## src/rtl/mem_access_ctrl.sv

```systemverilog
// Memory access controller. Routes CPU word accesses to the scratchpad
// (single-cycle, combinational) or to the shared bus through a four-state
// request/grant/transfer handshake.
module mem_access_ctrl (
  input  logic        clk,
  input  logic        reset,
  input  logic        stall,
  input  logic        flush,
  input  logic        as,
  input  logic        rw,
  input  logic [29:0] addr,
  input  logic [31:0] wr_data,
  output logic [31:0] rd_data,
  output logic        busy,
  output logic        spm_as,
  output logic        spm_rw,
  output logic [11:0] spm_addr,
  output logic [31:0] spm_wr_data,
  input  logic [31:0] spm_rd_data,
  output logic        bus_req,
  input  logic        bus_grant,
  output logic        bus_as,
  output logic        bus_rw,
  output logic [29:0] bus_addr,
  output logic [31:0] bus_wr_data,
  input  logic [31:0] bus_rd_data,
  input  logic        bus_rdy
);

  localparam int unsigned ADDR_W     = 30;
  localparam int unsigned DATA_W     = 32;
  localparam int unsigned SPM_ADDR_W = 12;

  // Scratchpad window: upper three address bits select region 3.
  localparam logic [2:0] SPM_REGION = 3'b011;

  localparam logic [1:0] IDLE   = 2'd0;
  localparam logic [1:0] REQ    = 2'd1;
  localparam logic [1:0] ACCESS = 2'd2;
  localparam logic [1:0] WAIT   = 2'd3;

  logic [1:0]        state;
  logic [1:0]        state_nxt;
  logic [ADDR_W-1:0] addr_q;
  logic              rw_q;
  logic [DATA_W-1:0] wr_data_q;
  logic [DATA_W-1:0] rd_buf;

  logic              spm_hit;
  logic              req_launch;
  logic              buf_load;
  logic [DATA_W-1:0] buf_nxt;

  assign spm_hit = (addr[29:27] == SPM_REGION);

  // Scratchpad address/data/direction pass straight through.
  assign spm_addr    = addr[SPM_ADDR_W-1:0];
  assign spm_wr_data = wr_data;
  assign spm_rw      = rw;

  // Next-state decode and all handshake outputs.
  always_comb begin
    state_nxt   = state;
    req_launch  = 1'b0;
    buf_load    = 1'b0;
    buf_nxt     = rd_buf;
    spm_as      = 1'b0;
    busy        = 1'b0;
    bus_req     = 1'b0;
    bus_as      = 1'b0;
    bus_rw      = 1'b0;
    bus_addr    = '0;
    bus_wr_data = '0;
    rd_data     = '0;

    if (!reset) begin
      case (state)
        IDLE: begin
          if (as && spm_hit) begin
            spm_as  = !flush;
            rd_data = spm_rd_data;
          end else if (as && !flush) begin
            req_launch = 1'b1;
            bus_req    = 1'b1;
            busy       = 1'b1;
            state_nxt  = REQ;
          end
        end
        REQ: begin
          bus_req = 1'b1;
          busy    = 1'b1;
          if (flush) begin
            state_nxt = IDLE;
          end else if (bus_grant) begin
            state_nxt = ACCESS;
          end
        end
        ACCESS: begin
          // Flush is deliberately ignored: a started bus transfer must finish.
          bus_as      = 1'b1;
          bus_rw      = rw_q;
          bus_addr    = addr_q;
          bus_wr_data = wr_data_q;
          bus_req     = !bus_rdy;
          busy        = !bus_rdy;
          if (bus_rdy) begin
            rd_data   = bus_rd_data;
            buf_load  = 1'b1;
            buf_nxt   = rw_q ? DATA_W'(0) : bus_rd_data;
            state_nxt = stall ? WAIT : IDLE;
          end
        end
        WAIT: begin
          rd_data = rd_buf;
          if (!stall) begin
            state_nxt = IDLE;
          end
        end
        default: begin
          state_nxt = IDLE;
        end
      endcase
    end
  end

  // State register; reset abandons any in-flight transfer immediately.
  always_ff @(posedge clk) begin
    if (reset) begin
      state <= IDLE;
    end else begin
      state <= state_nxt;
    end
  end

  // Request capture and read-data holding buffer.
  always_ff @(posedge clk) begin
    if (reset) begin
      addr_q    <= '0;
      rw_q      <= 1'b0;
      wr_data_q <= '0;
      rd_buf    <= '0;
    end else begin
      if (req_launch) begin
        addr_q    <= addr;
        rw_q      <= rw;
        wr_data_q <= wr_data;
      end
      if (buf_load) begin
        rd_buf <= buf_nxt;
      end
    end
  end

endmodule

```

## config.mk

```make
export PLATFORM = sky130hd
export DESIGN_NAME = mem_access_ctrl
export DESIGN_NICKNAME = d
export VERILOG_FILES = /design/src/rtl/mem_access_ctrl.sv
export SDC_FILE = /design/constraint.sdc
export NUM_CORES = 1
export LEC_CHECK = 0
export CORE_ASPECT_RATIO = 0.8
export CORE_MARGIN = 1
export CORE_UTILIZATION = 40
export DETAILED_ROUTE_END_ITERATION = 8
export PLACE_DENSITY = 0.88
export SETUP_SLACK_MARGIN = 0.3
export SKIP_CTS_REPAIR_TIMING = 1
export SLEW_MARGIN = 25
export SYNTH_ARGS = -nofsm -noshare
export SYNTH_HDL_FRONTEND = slang
export SYNTH_SLANG_ARGS = --single-unit
```

## constraint.sdc

```tcl
create_clock -name clk -period 1.6 [get_ports clk]
set_input_delay 0.24 -clock clk [delete_from_list [all_inputs] [get_ports clk]]
set_output_delay 0.24 -clock clk [all_outputs]
set_load 0.05 [all_outputs]
```

==> metrics.yaml, run 1 <==
status: "complete, but fails checks"
violations: "negative setup slack"
finClkSkew_ns: 0.00537
diodes: 0
tns_ns: -38.06
postLayoutSetupSlackWorst_ns: -0.386
hpwl_um: 14100
synth-seq-cells: 97
coreArea_mm2: 0.0143
synthFlopType: "dfxtp_1"
rsz0062_at_grt: "yes"
antenna_found_initial: 0
synth_area_mm2: 0.00589
final_max_slew_viol_count: 0
period_needed_ns: 1.99
via_count: 6170
ant_nets: 0
grt_pass1_vias: 5619
synth-edff-count: 0
viasPerCell: 5.35
powerDensity_mw_per_mm2: 582
avgSynthCellArea_um2: 8.33
final_cell_mix: "buf_12, clkdlybuf4s50_1, nand2b_1"
place.gp.congestion: 0.864
power_switching_share_pct: 28.2
die_x_um: 138
crit_path_start_kind: "input port"
ff2ff_setup_slack_ns: -0.20
clockBufferDepth: 2
gr-total-overflow: 0
hold_viol_final: 0
drive_gt1_share_pct: 42.1
clk_latency_ns: 0.35
seqPwrFrac_pct: 37.6
syn_to_final_growth_pct: 99.7
yosysSeqAreaShare_pct: 33.0
die_y_um: 111
wl_per_cell_um: 20.4
clkSlewWorstSetupHoldPaths_ns: 0.07
cp-endpoint: "spm_as"
post-place-cells: 1101
critPathRequiredTime_ns: 1.36
cts_root_buffer: "clkbuf_16"
slowest_stage: "clkdlybuf4s50_1"
ff2ff_path_depth: 8
async_flop_share_pct: 0
cp_common_cell: "buf_12"
worstPathMaxFanout: 6
power.leakage_nw: 4.64
slowest_delay_ns: 0.53
arrival_ns: 1.75
synth_warnings: 0
grt_max_degree: 70
synth_cell_type_count: 33
intPower_w: 0.00491
grt_pass1_wl_um: 28600
syn_nets: 841
timing.critical_path.cells: "clkdlybuf4s50_1 > nor4b_4 > buf_6 > buf_12 > nor3b_4 > buf_12"
ir_drop_v: 0.000588
p_sw_w: 0.00193
htreeDepth: 3
crit_path_end_kind: "primary output"
setup_violations: 183
finalPower_w: 0.00684
p_clk_share_pct: 34.6
r2r_start: "state[0]$_SDFFE_PP0P_"
cts_buffers: 9
worstReg2RegEnd: "wr_data_q[5]$_SDFFE_PP0P_"
stdcell_count: 1153
drv_cap: 0
final_common_cell: "buf_12"
routed_wl_um: 23500
drc: 0
relSlewSlack_pct: 64.5
nNetsFinal: 1098
drtIter0Drc: 416
p_comb_share_pct: 27.8
row_count: 39
critPathKind: "input port to primary output"
clock-sinks: 97
finalCritPeriodShare_pct: 124
crit_path_start: "as"
hold_class: "input port to flip-flop"
die_area_mm2: 0.0152
worst_slew_pin_slew_ns: 0.532
io_buffer_count: 277
cts_tree: "yes"
drtPass1Iterations: 5
grtUsageTotal_pct: 24.1
max_freq_ghz: 0.503
io_pins: 278
start_util_pct: 41.0
syn_inst: 707
==> critical path: cells and delay by family <==
| family | cells | cell delay [ns] |
|---|---|---|
| buffers and inverters | 4 | 1.05 |
| and+or+nand+nor | 2 | 0.44 |
==> logic make-up (layout without fill, tap and decap cells) <==
group,after synthesis,count (layout),synth area share (%)
simple gates,333,333,32.8
buf+inv,111,373,11.8
mux,63,63,10.7
compound gates,103,103,11.7
flops,97,97,33.0
==> area by class of cell <==
| cell class | count | area (um2) |
|---|---|---|
| inverters | 1 | 3.75 |
| repair buffers | 356 | 5430 |
| fillers | 757 | 2590 |
| clock inverters | 6 | 90.1 |
| well taps | 184 | 230 |
| clock buffers | 10 | 229 |
| flip-flops and latches | 97 | 1950 |
| multi-input cells | 499 | 3830 |
==> per-stage QoR <==
step / area, um2 / hold WS [ns] / utilization (%) / setup WS (ns)
floorplan: 6200 / 0.393 / - / -0.275
global placement: 10400 / 0.438 / 72.4 / -0.513
detailed placement: 10400 / 0.448 / 72.4 / -0.542
CTS: 10700 / 0.390 / 74.6 / -0.549
global route: 11800 / 0.233 / 82.0 / -0.422
finish: 11800 / 0.224 / 82.0 / -0.386
==> layer usage <==
metal | vias to the layer above | global-route usage, % | wire length (um)
li1 | 2847 | - | -
met1 | 2986 | 27.1 | 9330
met2 | 294 | 44.5 | 12200
met3 | 43 | 5.51 | 1480
met4 | 0 | 6.74 | 481
met5 | - | 0 | 0
==> how the worst min path moves through the flow <==
| stage | startpoint | end | slack (ns) | cells past startpoint |
|---|---|---|---|---|
| after floorplan | bus_grant | state[1]$_SDFFE_PP0P_ | 0.39 | 2 |
| after global placement | rd_buf[24]$_SDFFE_PP0P_ | rd_buf[24]$_SDFFE_PP0P_ | 0.44 | 2 |
| after detailed placement | rd_buf[27]$_SDFFE_PP0P_ | rd_buf[27]$_SDFFE_PP0P_ | 0.45 | 2 |
| after CTS | reset | rd_buf[26]$_SDFFE_PP0P_ | 0.39 | 3 |
| after global routing | addr[29] | addr_q[29]$_SDFFE_PP0P_ | 0.23 | 3 |
| final | addr[29] | addr_q[29]$_SDFFE_PP0P_ | 0.22 | 3 |
==> cells in the mapped netlist (3+ instances only) <==
library cell  number  area (um2)
nand2b_1         125         782
dfxtp_1           97        1940
nand2_1           96         360
and2_1            63         394
mux2i_1           63         631
buf_4             47         353
a21oi_1           34         170
clkbuf_1          34         128
nand3b_1          33         248
o21ai_0           33         165
a32o_1            32         320
buf_2             15        75.1
buf_6             11         124
nor2_1             3        11.3
==> power groups by stage <==
stage	sequential, W	combinational (W)	clock (W)
2_1_floorplan	0.00260	0.000869	0
3_3_place_gp	0.00261	0.00164	0
3_5_place_dp	0.00262	0.00166	0
4_1_cts	0.00256	0.00167	0.00239
5_1_grt	0.00258	0.00198	0.00249
6_report	0.00257	0.00190	0.00237
==> state kept, by name (all words and copies together), names as in the netlist <==
name       flops
addr_q        30
rd_buf        32
state          2
wr_data_q     32
rw_q           1
(Power assumes the default switching activity.)
==> run 2: changes to the inputs <==
--- a/config.mk
+++ b/config.mk
@@ -9,6 +9,7 @@
 export CORE_MARGIN = 1
 export CORE_UTILIZATION = 40
 export DETAILED_ROUTE_END_ITERATION = 8
+export HOLD_SLACK_MARGIN = 0.12
 export PLACE_DENSITY = 0.88
 export SETUP_SLACK_MARGIN = 0.3
 export SKIP_CTS_REPAIR_TIMING = 1
==> constraint.sdc (replaced) <==
create_clock -name clk -period 2.1 [get_ports clk]
set_input_delay 0.315 -clock clk [delete_from_list [all_inputs] [get_ports clk]]
set_output_delay 0.315 -clock clk [all_outputs]
set_load 0.05 [all_outputs]
==> metrics.yaml, run 2 (synthesis results as in run 1) <==
arrival_ns: 1.72
worstReg2RegEnd: "addr_q[15]$_SDFFE_PP0P_"
io_pins: 278
cts_buffers: 9
syn_to_final_growth_pct: 74.9
hold_viol_final: 0
ff2ff_setup_slack_ns: 0.59
powerDensity_mw_per_mm2: 477
ff2ff_path_depth: 5
slowest_delay_ns: 0.40
r2r_start: "state[0]$_SDFFE_PP0P_"
row_count: 39
tns_ns: 0
hpwl_um: 12500
cts_root_buffer: "clkbuf_16"
hold_class: "input port to flip-flop"
cts_tree: "yes"
gr-total-overflow: 0
htreeDepth: 3
timing.critical_path.cells: "nor4b_4 > buf_6 > clkbuf_16 > a32o_2 > buf_12"
clk_latency_ns: 0.33
hold_end: "addr_q[29]$_SDFFE_PP0P_"
finalCritPeriodShare_pct: 97.1
diodes: 0
grt_pass1_wl_um: 26500
slowest_stage: "dfxtp_4"
place.gp.congestion: 0.799
grt_pass1_vias: 5341
drv_cap: 0
finClkSkew_ns: 0.00507
die_area_mm2: 0.0152
drive_gt1_share_pct: 33.0
final_util_pct: 71.8
critPathKind: "flip-flop to primary output"
final_area_mm2: 0.0103
drc: 0
final_cell_mix: "clkdlybuf4s50_1, nand2b_1, buf_12"
power.leakage_nw: 4.11
fill_cells: 991
final_common_cell: "clkdlybuf4s50_1"
wl_per_cell_um: 17.2
nNetsFinal: 1062
drtIter0Drc: 288
crit_path_end_kind: "primary output"
relSlewSlack_pct: 47.0
clkSlewWorstSetupHoldPaths_ns: 0.07
status: "finished, final reports clean"
start_util_pct: 41.0
die_x_um: 138
worst_slew_pin_slew_ns: 0.795
grt_max_degree: 109
final_max_slew_viol_count: 0
seqCellArea_mm2: 0.00195
max_freq_ghz: 0.491
clock-sinks: 97
ir_drop_v: 0.000418
hold_start: "addr[29]"
drtPass1Iterations: 6
multi_input_area_mm2: 0.00348
via_count: 5738
stdcell_count: 1117
crit_path_start_kind: "flip-flop"
clockBufferDepth: 2
ant_nets: 0
setup_violations: 0
die_y_um: 111
critPathRequiredTime_ns: 1.78
antenna_found_initial: 0
period_needed_ns: 2.04
dpl_cell_area_mm2: 0.00947
viasPerCell: 5.14
rsz0062_at_grt: "yes"
coreArea_mm2: 0.0143
io_buffer_count: 277
hold_depth: 3
routed_wl_um: 19200
largest_registers: "rd_buf: 32 flops, wr_data_q: 32 flops, addr_q: 30 flops"
worstPathMaxFanout: 8
post-place-cells: 1083
grtUsageTotal_pct: 21.7
==> run 2: worst max path at each step <==
stage	from	end	slack [ns]	cells past startpoint
5_1_grt	state[0]$_SDFFE_PP0P_	spm_as	-0.01	5
2_1_floorplan	bus_rdy	busy	0.04	5
3_3_place_gp	addr[27]	spm_as	-0.12	6
6_report	state[0]$_SDFFE_PP0P_	rd_data[25]	0.06	5
3_5_place_dp	addr[28]	spm_as	-0.15	6
4_1_cts	addr[28]	spm_as	-0.16	6
==> run 2: cell type report <==
cell class / instances / share of cell area (%)
well taps: 184 / 2.24
clock inverters: 6 / 0.875
repair buffers: 320 / 41.9
multi-input cells: 499 / 33.8
flip-flops and latches: 97 / 18.9
clock buffers: 10 / 2.32
inverters: 1 / 0.0364
==> run 2: where the power goes <==
group / total, W / switching [W] / leakage [nW] / internal, W
combinational: 0.00113 / 0.000570 / 3.16 / 0.000561
sequential: 0.00195 / 0.0000448 / 0.789 / 0.00191
clock: 0.00183 / 0.000747 / 0.159 / 0.00108
total: 0.00491 / 0.00136 / 4.11 / 0.00355
==> run 2: critical path: cells and delay by family (launching register included) <==
kind                   cells  cell delay (ns)
AO/OA/AOI/OAI              1             0.19
flip-flops                 1             0.40
AND/OR/NAND/NOR            1             0.31
buffers and inverters      3             0.49
==> run 2: metrics by stage <==
step                      setup WS, ns  total power [W]  hold slack (ns)
final                           0.0614          0.00491            0.303
after global routing           -0.0118          0.00509            0.325
after CTS                       -0.156          0.00489            0.454
after detailed placement        -0.154          0.00308            0.444
after global placement          -0.122          0.00306            0.438
after floorplan                 0.0351          0.00263            0.432
==> run 2: per-layer routing <==
metal  global-route usage (%)  vias to the layer above  share of wire (%)  wire length (um)
met5                        0                        -                  0                 0
met4                     6.15                        0                1.8               346
met3                     5.74                       30                7.4              1420
met2                     37.7                      232                 49              9480
met1                     25.9                     2704                 41              7910
li1                         -                     2772                  -                 -
==> run 3: changes to the inputs <==
--- a/config.mk
+++ b/config.mk
@@ -5,6 +5,7 @@
 export SDC_FILE = /design/constraint.sdc
 export NUM_CORES = 1
 export LEC_CHECK = 0
+export CAP_MARGIN = 5
 export CORE_ASPECT_RATIO = 0.8
 export CORE_MARGIN = 1
 export CORE_UTILIZATION = 40
==> results of run 3 <==
Same layout as run 2: the final DEF is identical, and so are final timing and power.
